<file path="config.mk">
export PLATFORM = sky130hd
export DESIGN_NAME = memory_access_unit_flat
export DESIGN_NICKNAME = d
export VERILOG_FILES = /design/src/rtl/memory_access_unit_if.sv /design/src/rtl/memory_access_unit.sv /design/src/flat_wrapper.sv
export SDC_FILE = /design/constraint.sdc
export NUM_CORES = 1
export LEC_CHECK = 0
export ABC_CLOCK_PERIOD_IN_PS = 1100
export BUFFER_PORTS_ARGS = -buffer_cell sky130_fd_sc_hd__clkbuf_2
export CAP_MARGIN = 20
export CORE_AREA = 5 5 201 203
export DETAILED_ROUTE_END_ITERATION = 8
export DIE_AREA = 0 0 206 208
export PLACE_DENSITY = 0.54
export SYNTH_ARGS = -nofsm -noshare
export SYNTH_HDL_FRONTEND = slang
export SYNTH_SLANG_ARGS = --single-unit
export TNS_END_PERCENT = 20
</file>
<file path="constraint.sdc">
create_clock -name clk -period 1.1 [get_ports clk]
set_input_delay 0.33 -clock clk [delete_from_list [all_inputs] [get_ports clk]]
set_output_delay 0.33 -clock clk [all_outputs]
set_load 0.01 [all_outputs]
</file>
<file path="src/rtl/memory_access_unit_if.sv">
// Data-memory req/ack port shared by the MEM-stage sequencer and the memory.
// The unit drives the request side; the memory answers with ack and read data.
interface memory_access_unit_if #(
    parameter int N = 64
);
    logic         dm_req;
    logic         dm_we;
    logic [N-1:0] dm_addr;
    logic [N-1:0] dm_wdata;
    logic [N-1:0] dm_rdata;
    logic         dm_ack;

    modport master (
        output dm_req, dm_we, dm_addr, dm_wdata,
        input  dm_rdata, dm_ack
    );

    modport slave (
        input  dm_req, dm_we, dm_addr, dm_wdata,
        output dm_rdata, dm_ack
    );
endinterface

</file>
<file path="src/rtl/memory_access_unit.sv">
// MEM-stage load/store sequencer: req/ack data port, stall, load data, PCSrc.
// Optional MEM_ALIGN_CHECK_EN: misaligned accesses skip memory, flag misalign_M.
module memory_access_unit #(
    parameter int N = 64
) (
    input  logic         clk,
    input  logic         reset,
    input  logic         MemRead_M,
    input  logic         MemWrite_M,
    input  logic         Branch_M,
    input  logic         zero_M,
    input  logic [N-1:0] aluResult_M,
    input  logic [N-1:0] writeData_M,
    input  logic [N-1:0] PCBranch_M,
    output logic         PCSrc_M,
    output logic [N-1:0] PCBranchOut,
    output logic [N-1:0] readData_M,
    output logic         done_M,
    output logic         stall_M,
`ifdef MEM_ALIGN_CHECK_EN
    output logic         misalign_M,
`endif
    memory_access_unit_if.master dm
);
    typedef enum logic [1:0] {
        IDLE   = 2'd0,
        ACCESS = 2'd1,
        DONE   = 2'd2
    } state_e;

    state_e       state_q;
    logic         req_q;
    logic         we_q;
    logic [N-1:0] addr_q;
    logic [N-1:0] wdata_q;
    logic [N-1:0] rdata_q;
    logic         done_q;
    logic         op;
    logic         misal;

    assign op = MemRead_M | MemWrite_M;

`ifdef MEM_ALIGN_CHECK_EN
    logic mis_q;
    assign misal      = |aluResult_M[2:0];
    assign misalign_M = mis_q;
`else
    assign misal = 1'b0;
`endif

    // Branch resolution never waits on the memory access.
    assign PCSrc_M     = Branch_M & zero_M;
    assign PCBranchOut = PCBranch_M;

    assign stall_M = (state_q == ACCESS) || ((state_q == IDLE) && op);

    assign dm.dm_req   = req_q;
    assign dm.dm_we    = we_q;
    assign dm.dm_addr  = addr_q;
    assign dm.dm_wdata = wdata_q;
    assign readData_M  = rdata_q;
    assign done_M      = done_q;

    always_ff @(posedge clk) begin
        if (reset) begin
            state_q <= IDLE;
            req_q   <= 1'b0;
            we_q    <= 1'b0;
            addr_q  <= '0;
            wdata_q <= '0;
            rdata_q <= '0;
            done_q  <= 1'b0;
`ifdef MEM_ALIGN_CHECK_EN
            mis_q   <= 1'b0;
`endif
        end else begin
            unique case (state_q)
                IDLE: begin
                    done_q <= 1'b0;
                    if (op && misal) begin
`ifdef MEM_ALIGN_CHECK_EN
                        mis_q <= 1'b1;
`endif
                        done_q  <= 1'b1;
                        state_q <= DONE;
                    end else if (op) begin
                        addr_q  <= aluResult_M;
                        wdata_q <= writeData_M;
                        we_q    <= MemWrite_M;
                        req_q   <= 1'b1;
                        state_q <= ACCESS;
                    end
                end
                ACCESS: begin
                    if (dm.dm_ack) begin
                        req_q <= 1'b0;
                        if (!we_q) rdata_q <= dm.dm_rdata;
                        done_q  <= 1'b1;
                        state_q <= DONE;
                    end
                end
                DONE: begin
                    done_q <= 1'b0;
`ifdef MEM_ALIGN_CHECK_EN
                    mis_q  <= 1'b0;
`endif
                    state_q <= IDLE;
                end
                default: state_q <= IDLE;
            endcase
        end
    end
endmodule

</file>
<file path="src/flat_wrapper.sv">
// flat-port wrapper written by rule: the top's interface ports become plain ports
module memory_access_unit_flat 
#(
    parameter int N = 64
)
  (clk, reset, MemRead_M, MemWrite_M, Branch_M, zero_M, aluResult_M, writeData_M, PCBranch_M, PCSrc_M, PCBranchOut, readData_M, done_M, stall_M, dm_dm_req, dm_dm_we, dm_dm_addr, dm_dm_wdata, dm_dm_rdata, dm_dm_ack);
  memory_access_unit_if #(.N(N)) dm_i ();
  input  logic clk;
  input  logic reset;
  input  logic MemRead_M;
  input  logic MemWrite_M;
  input  logic Branch_M;
  input  logic zero_M;
  input  logic [N-1:0] aluResult_M;
  input  logic [N-1:0] writeData_M;
  input  logic [N-1:0] PCBranch_M;
  output logic PCSrc_M;
  output logic [N-1:0] PCBranchOut;
  output logic [N-1:0] readData_M;
  output logic done_M;
  output logic stall_M;
  output wire logic [$bits(dm_i.dm_req)-1:0] dm_dm_req;
  output wire logic [$bits(dm_i.dm_we)-1:0] dm_dm_we;
  output wire logic [$bits(dm_i.dm_addr)-1:0] dm_dm_addr;
  output wire logic [$bits(dm_i.dm_wdata)-1:0] dm_dm_wdata;
  input wire logic [$bits(dm_i.dm_rdata)-1:0] dm_dm_rdata;
  input wire logic [$bits(dm_i.dm_ack)-1:0] dm_dm_ack;
  assign dm_dm_req = dm_i.dm_req;
  assign dm_dm_we = dm_i.dm_we;
  assign dm_dm_addr = dm_i.dm_addr;
  assign dm_dm_wdata = dm_i.dm_wdata;
  assign dm_i.dm_rdata = dm_dm_rdata;
  assign dm_i.dm_ack = dm_dm_ack;
  memory_access_unit #(.N(N)) u_core (.clk(clk), .reset(reset), .MemRead_M(MemRead_M), .MemWrite_M(MemWrite_M), .Branch_M(Branch_M), .zero_M(zero_M), .aluResult_M(aluResult_M), .writeData_M(writeData_M), .PCBranch_M(PCBranch_M), .PCSrc_M(PCSrc_M), .PCBranchOut(PCBranchOut), .readData_M(readData_M), .done_M(done_M), .stall_M(stall_M), .dm(dm_i));
endmodule
</file>
## Word level (Yosys, flattened, before mapping)

Index checks and enable logic that the tools add are counted.

| storage, ports and cells | value |
|---|---|
| flip-flop bits (word level) | 197 |
| input port bits | 263 |
| output and inout bits | 261 |
| word-level logic and storage cells | 33 |

| cells by class | value |
|---|---|
| equal/unequal tests | 4 |
| muxes and demuxes | 8 |
| bitwise gates (word level) | 3 |
| reduce and logical (&&, ||, !) cells | 11 |

Operator list:

| kind | count |
|---|---|
| $reduce_and A2 Y1 | 3 |
| $reduce_and A3 Y1 | 2 |
| $mux W2 | 2 |
| $pmux W1 S2 | 2 |
| $pmux W2 S2 | 1 |
| $reduce_bool A2 Y1 | 2 |
| $mux W1 | 3 |
| $eq A2 B1 Y1 const B | 1 |
| $eq A2 B2 Y1 const B | 1 |
| $logic_not A2 Y1 | 1 |
| $ne A2 B1 Y1 const B | 1 |
| $ne A2 B2 Y1 const B | 1 |
| $reduce_or A2 Y1 | 1 |
| $and A1 B1 Y1 | 1 |
| $logic_and A1 B1 Y1 | 1 |
| $logic_or A1 B1 Y1 | 1 |
| $not A1 Y1 | 1 |
| $or A1 B1 Y1 | 1 |

## Depth between registers and ports, before layout

| depth | value |
|---|---|
| depth after elaboration | 4 |
| gate-level depth with buffers | 5 |
| gate-level depth less buffers | 3 |

## Least setup slack after synthesis

Ideal clock, no wire load.

| timing | value |
|---|---|
| path type | input to register |
| from | input reset |
| to | register u_core.rdata_q[10], in the netlist u_core.readData_M[10] |
| setup time | 132 ps |
| arrival time | 1067 ps |
| required time | 968 ps |
| setup slack | -99 ps |
| stages on the path | 5 |
| path buffers | 4 |
| cell sequence | buf_4 -> buf_4 -> buf_2 -> clkbuf_1 -> a21oi_1 |

RTL lines:

| what | RTL line | text |
|---|---|---|
| start, declared | flat_wrapper.sv:9 | `input logic reset;` |
| end signal, assigned | memory_access_unit.sv:97 | `if (!we_q) rdata_q <= dm.dm_rdata;` |
| end, declared | memory_access_unit.sv:36 | `logic [N-1:0] rdata_q;` |

No word-level cell between the ends.

## Final worst setup path

| timing | value |
|---|---|
| from | register u_core.state_q[0] |
| to | output stall_M |

| on the way | value |
|---|---|
| cells in the longest elaborated chain, start to end | 3 |
| elaborated cells between the ends (all ways) | 4 |
| those cells by class | eq/ne: 1; reduce/logical: 3 |

Ends and longest elaborated chain:

| what | RTL line | text |
|---|---|---|
| start, declared | memory_access_unit.sv:31 | `state_e state_q;` |
| start signal, assigned | memory_access_unit.sv:66 | `state_q <= IDLE;` |
| start signal, assigned | memory_access_unit.sv:85 | `state_q <= DONE;` |
| start signal, assigned | memory_access_unit.sv:91 | `state_q <= ACCESS;` |
| $logic_not A2 Y1 | memory_access_unit.sv:55 | `assign stall_M = (state_q == ACCESS) \|\| ((state_q == IDLE) && op);` |
| $logic_and A1 B1 Y1 | memory_access_unit.sv:55 |  |
| $logic_or A1 B1 Y1 (*) | memory_access_unit.sv:55 |  |
| end, declared | flat_wrapper.sv:21 | `output logic stall_M;` |

Every way passes the cells marked *; elsewhere a longest branch is shown, timed or not.

==> out/metrics.cfg <==
[status]
status = finished with violations
violations = setup timing

[sta]
finalHoldViolCount = 0
period_minus_slack_ns = 1.53
finalSetupViolCount = 390
final.period_utilization_pct = 139
worstMarginPinSlew_ns = 0.260
setup_tns_ns = -79.92
rsz0062_at_grt = true
fin_skew_ns = 0.00809
max_freq_ghz = 0.656
setup_ws_ns = -0.425
drv_slew = 0
max-slew-margin-rel_pct = 82.7

[place]
routabilityCongestion = 0.744
postPlaceCellArea_mm2 = 0.0109
portBuffers = 395
dp_hpwl_um = 20100

[clock_network]
htree_levels = 4
hold_buffers = 0
cts_root_buffer = clkbuf_16
cts_tree = built
clk_pin_slew_ns = 0.08
cts_max_path_buffers = 2
numCtsBuffers = 17
clk_latency_ns = 0.45
cts.sinks = 197

[worst_setup_path]
worstSetupStartpointType = register
arrival_ns = 1.20
cp_max_fo = 2
cp-end-kind = output pin
critPathRequiredTime_ns = 0.77
r2r_start = u_core.state_q[1]
crit_type = register to output pin
cp-startpoint = u_core.state_q[0]

[global_route]
antenna_found_initial = 0
grt_pass1_vias = 7522
grt_overflow_total = 0
grt_start_max_net_pins = 70
grt_pass1_wl_um = 42300
grt.total_usage_pct = 12.6

[cells_and_area]
antenna_cells = 0
layout_commonest_cell = nand2b_1
design_area_mm2 = 0.0139
drive_gt1_share_pct = 55.3
nets = 1547
final_cell_mix = 256 x nand2b_1, 205 x clkbuf_2, 195 x dfxtp_2, 137 x buf_6, 129 x nand2_1
syn2layout_area_growth_pct = 60.8

[logic_synthesis]
ys_seq_area_share_pct = 45.6
muxShareOfSynthArea_pct = 14.8
synthAdderAreaFrac_pct = 0
synth.avg_cell_area_um2 = 9.38
syn_inst = 922
syn_area_mm2 = 0.00864
synthDistinctLibCells = 20
synth_top_family_by_area = simple AND/OR/NAND/NOR gates
ys_seq_elements = 197
yosysWarnings = 0
synth_compound_area_share_pct = 4.17
synthSimpleGateAreaFrac_pct = 25.0
synth_xor_area_share_pct = 0
mappedNetlistNets = 1185

[pwr]
vdd_ir_drop_max_mv = 1.15
power_density_mw_per_mm2 = 1400
p_leak_nw = 6.14

[floorplan]
ios = 524
rows = 72
die_y_um = 208
core_mm2 = 0.0383
dieArea_mm2 = 0.0428
fp.dieW_um = 206
initial_core_util_pct = 22.6

[detailed_routing]
via_per_inst = 4.04
wirelength_um = 29000
detail-route-antenna-nets = 0
drc = 0
first_iter_violations = 231
num_vias = 7327
drt_pre_antenna_iters = 4
wl_per_cell_um = 16.0

[hold_path]
worst_hold_path_type = primary input to register
hold_start = dm_dm_rdata[3]

[run]
cap_viol_max_count = 0

worst max-delay path: stages (launching register included):
cell	delay, ns
dfxtp_4	0.36
buf_6	0.10
inv_4	0.03
a21oi_2	0.11
buf_2	0.16
layout make-up:
type / count / area [µm²]
sequential: 197 / 4200
timing repair buffer: 471 / 4550
tap: 518 / 648
inverter: 2 / 10.0
multi-input combinational: 595 / 3870
fill: 3857 / 24400
clock inverter: 14 / 189
clock buffer: 18 / 439
synthesized netlist by cell type:
master       n  area, µm²
nand2b_1   256       1600
dfxtp_1    197       3940
nand2_1    130        488
mux2i_1    128       1280
buf_4       70        526
a21oi_1     69        345
clkbuf_1    29        109
buf_6       18        203
buf_2       11       55.1
nor2_1       3       11.3
inv_1        2       7.51
a21bo_2      1       10.0
and2_1       1       6.26
and4bb_1     1       12.5
nand3b_1     1       7.51
nand4bb_1    1       11.3
nor3_1       1       5.00
nor3_2       1       10.0
o21ai_0      1       5.00
or3_1        1       6.26
worst paths after layout:
kind | slack [ns] | end | cells after the start
max | -0.43 | stall_M | 4
min | 0.09 | u_core.readData_M[3] | 3
max reg2reg | -0.40 | u_core.dm.dm_addr[19] | 7
min reg2reg | 0.46 | u_core.readData_M[2] | 2
sequential cells by signal, indices dropped and copies added, names as in the netlist:
name and count:
u_core.state_q 2, u_core.dm.dm_wdata 64, u_core.done_M 1, u_core.dm.dm_addr 64
u_core.readData_M 64, u_core.dm.dm_we 1, u_core.dm.dm_req 1
logic make-up (layout without fill, tap and decap cells):
kind of cell,Yosys count,after routing
compound gates,71,71
buf+inv,130,505
flops,197,197
mux,128,128
simple gates,396,396
metal layers:
layer	share of wire, %	global-route usage (%)
met1	38	13.4
met2	50	21.7
met3	10	5.57
met4	2.7	4.77
met5	0	0.691
report_power, final:
part           internal [mW]  switching [mW]  leakage [nW]
clock network           3.71            3.13         0.302
logic                   2.71            1.75          4.15
registers               7.79           0.433          1.70
what timing repair did:
item	4_1_cts	5_1_grt
cloned	10	5
endpoints found under the setup margin	391	391
pin swaps	7	2
buffers inserted	12	5
resized for setup	309	354
per-stage QoR:
| step | util, % | instances | total power [mW] | hold slack, ns | setup slack [ns] |
|---|---|---|---|---|---|
| 6_report | 36.3 | 1815 | 19.5 | 0.0906 | -0.425 |
| 5_1_grt | 36.3 | 1815 | 20.5 | 0.0653 | -0.494 |
| 4_1_cts | 33.6 | 1809 | 19.2 | 0.0507 | -0.462 |
| 3_5_place_dp | 28.5 | 1755 | 11.2 | 0.444 | -0.533 |
| 3_3_place_gp | 28.5 | 1755 | 11.2 | 0.439 | -0.508 |
| 2_1_floorplan | - | 922 | 10.1 | 0.466 | -0.0401 |
No activity file was read; power rests on OpenSTA's default activity.
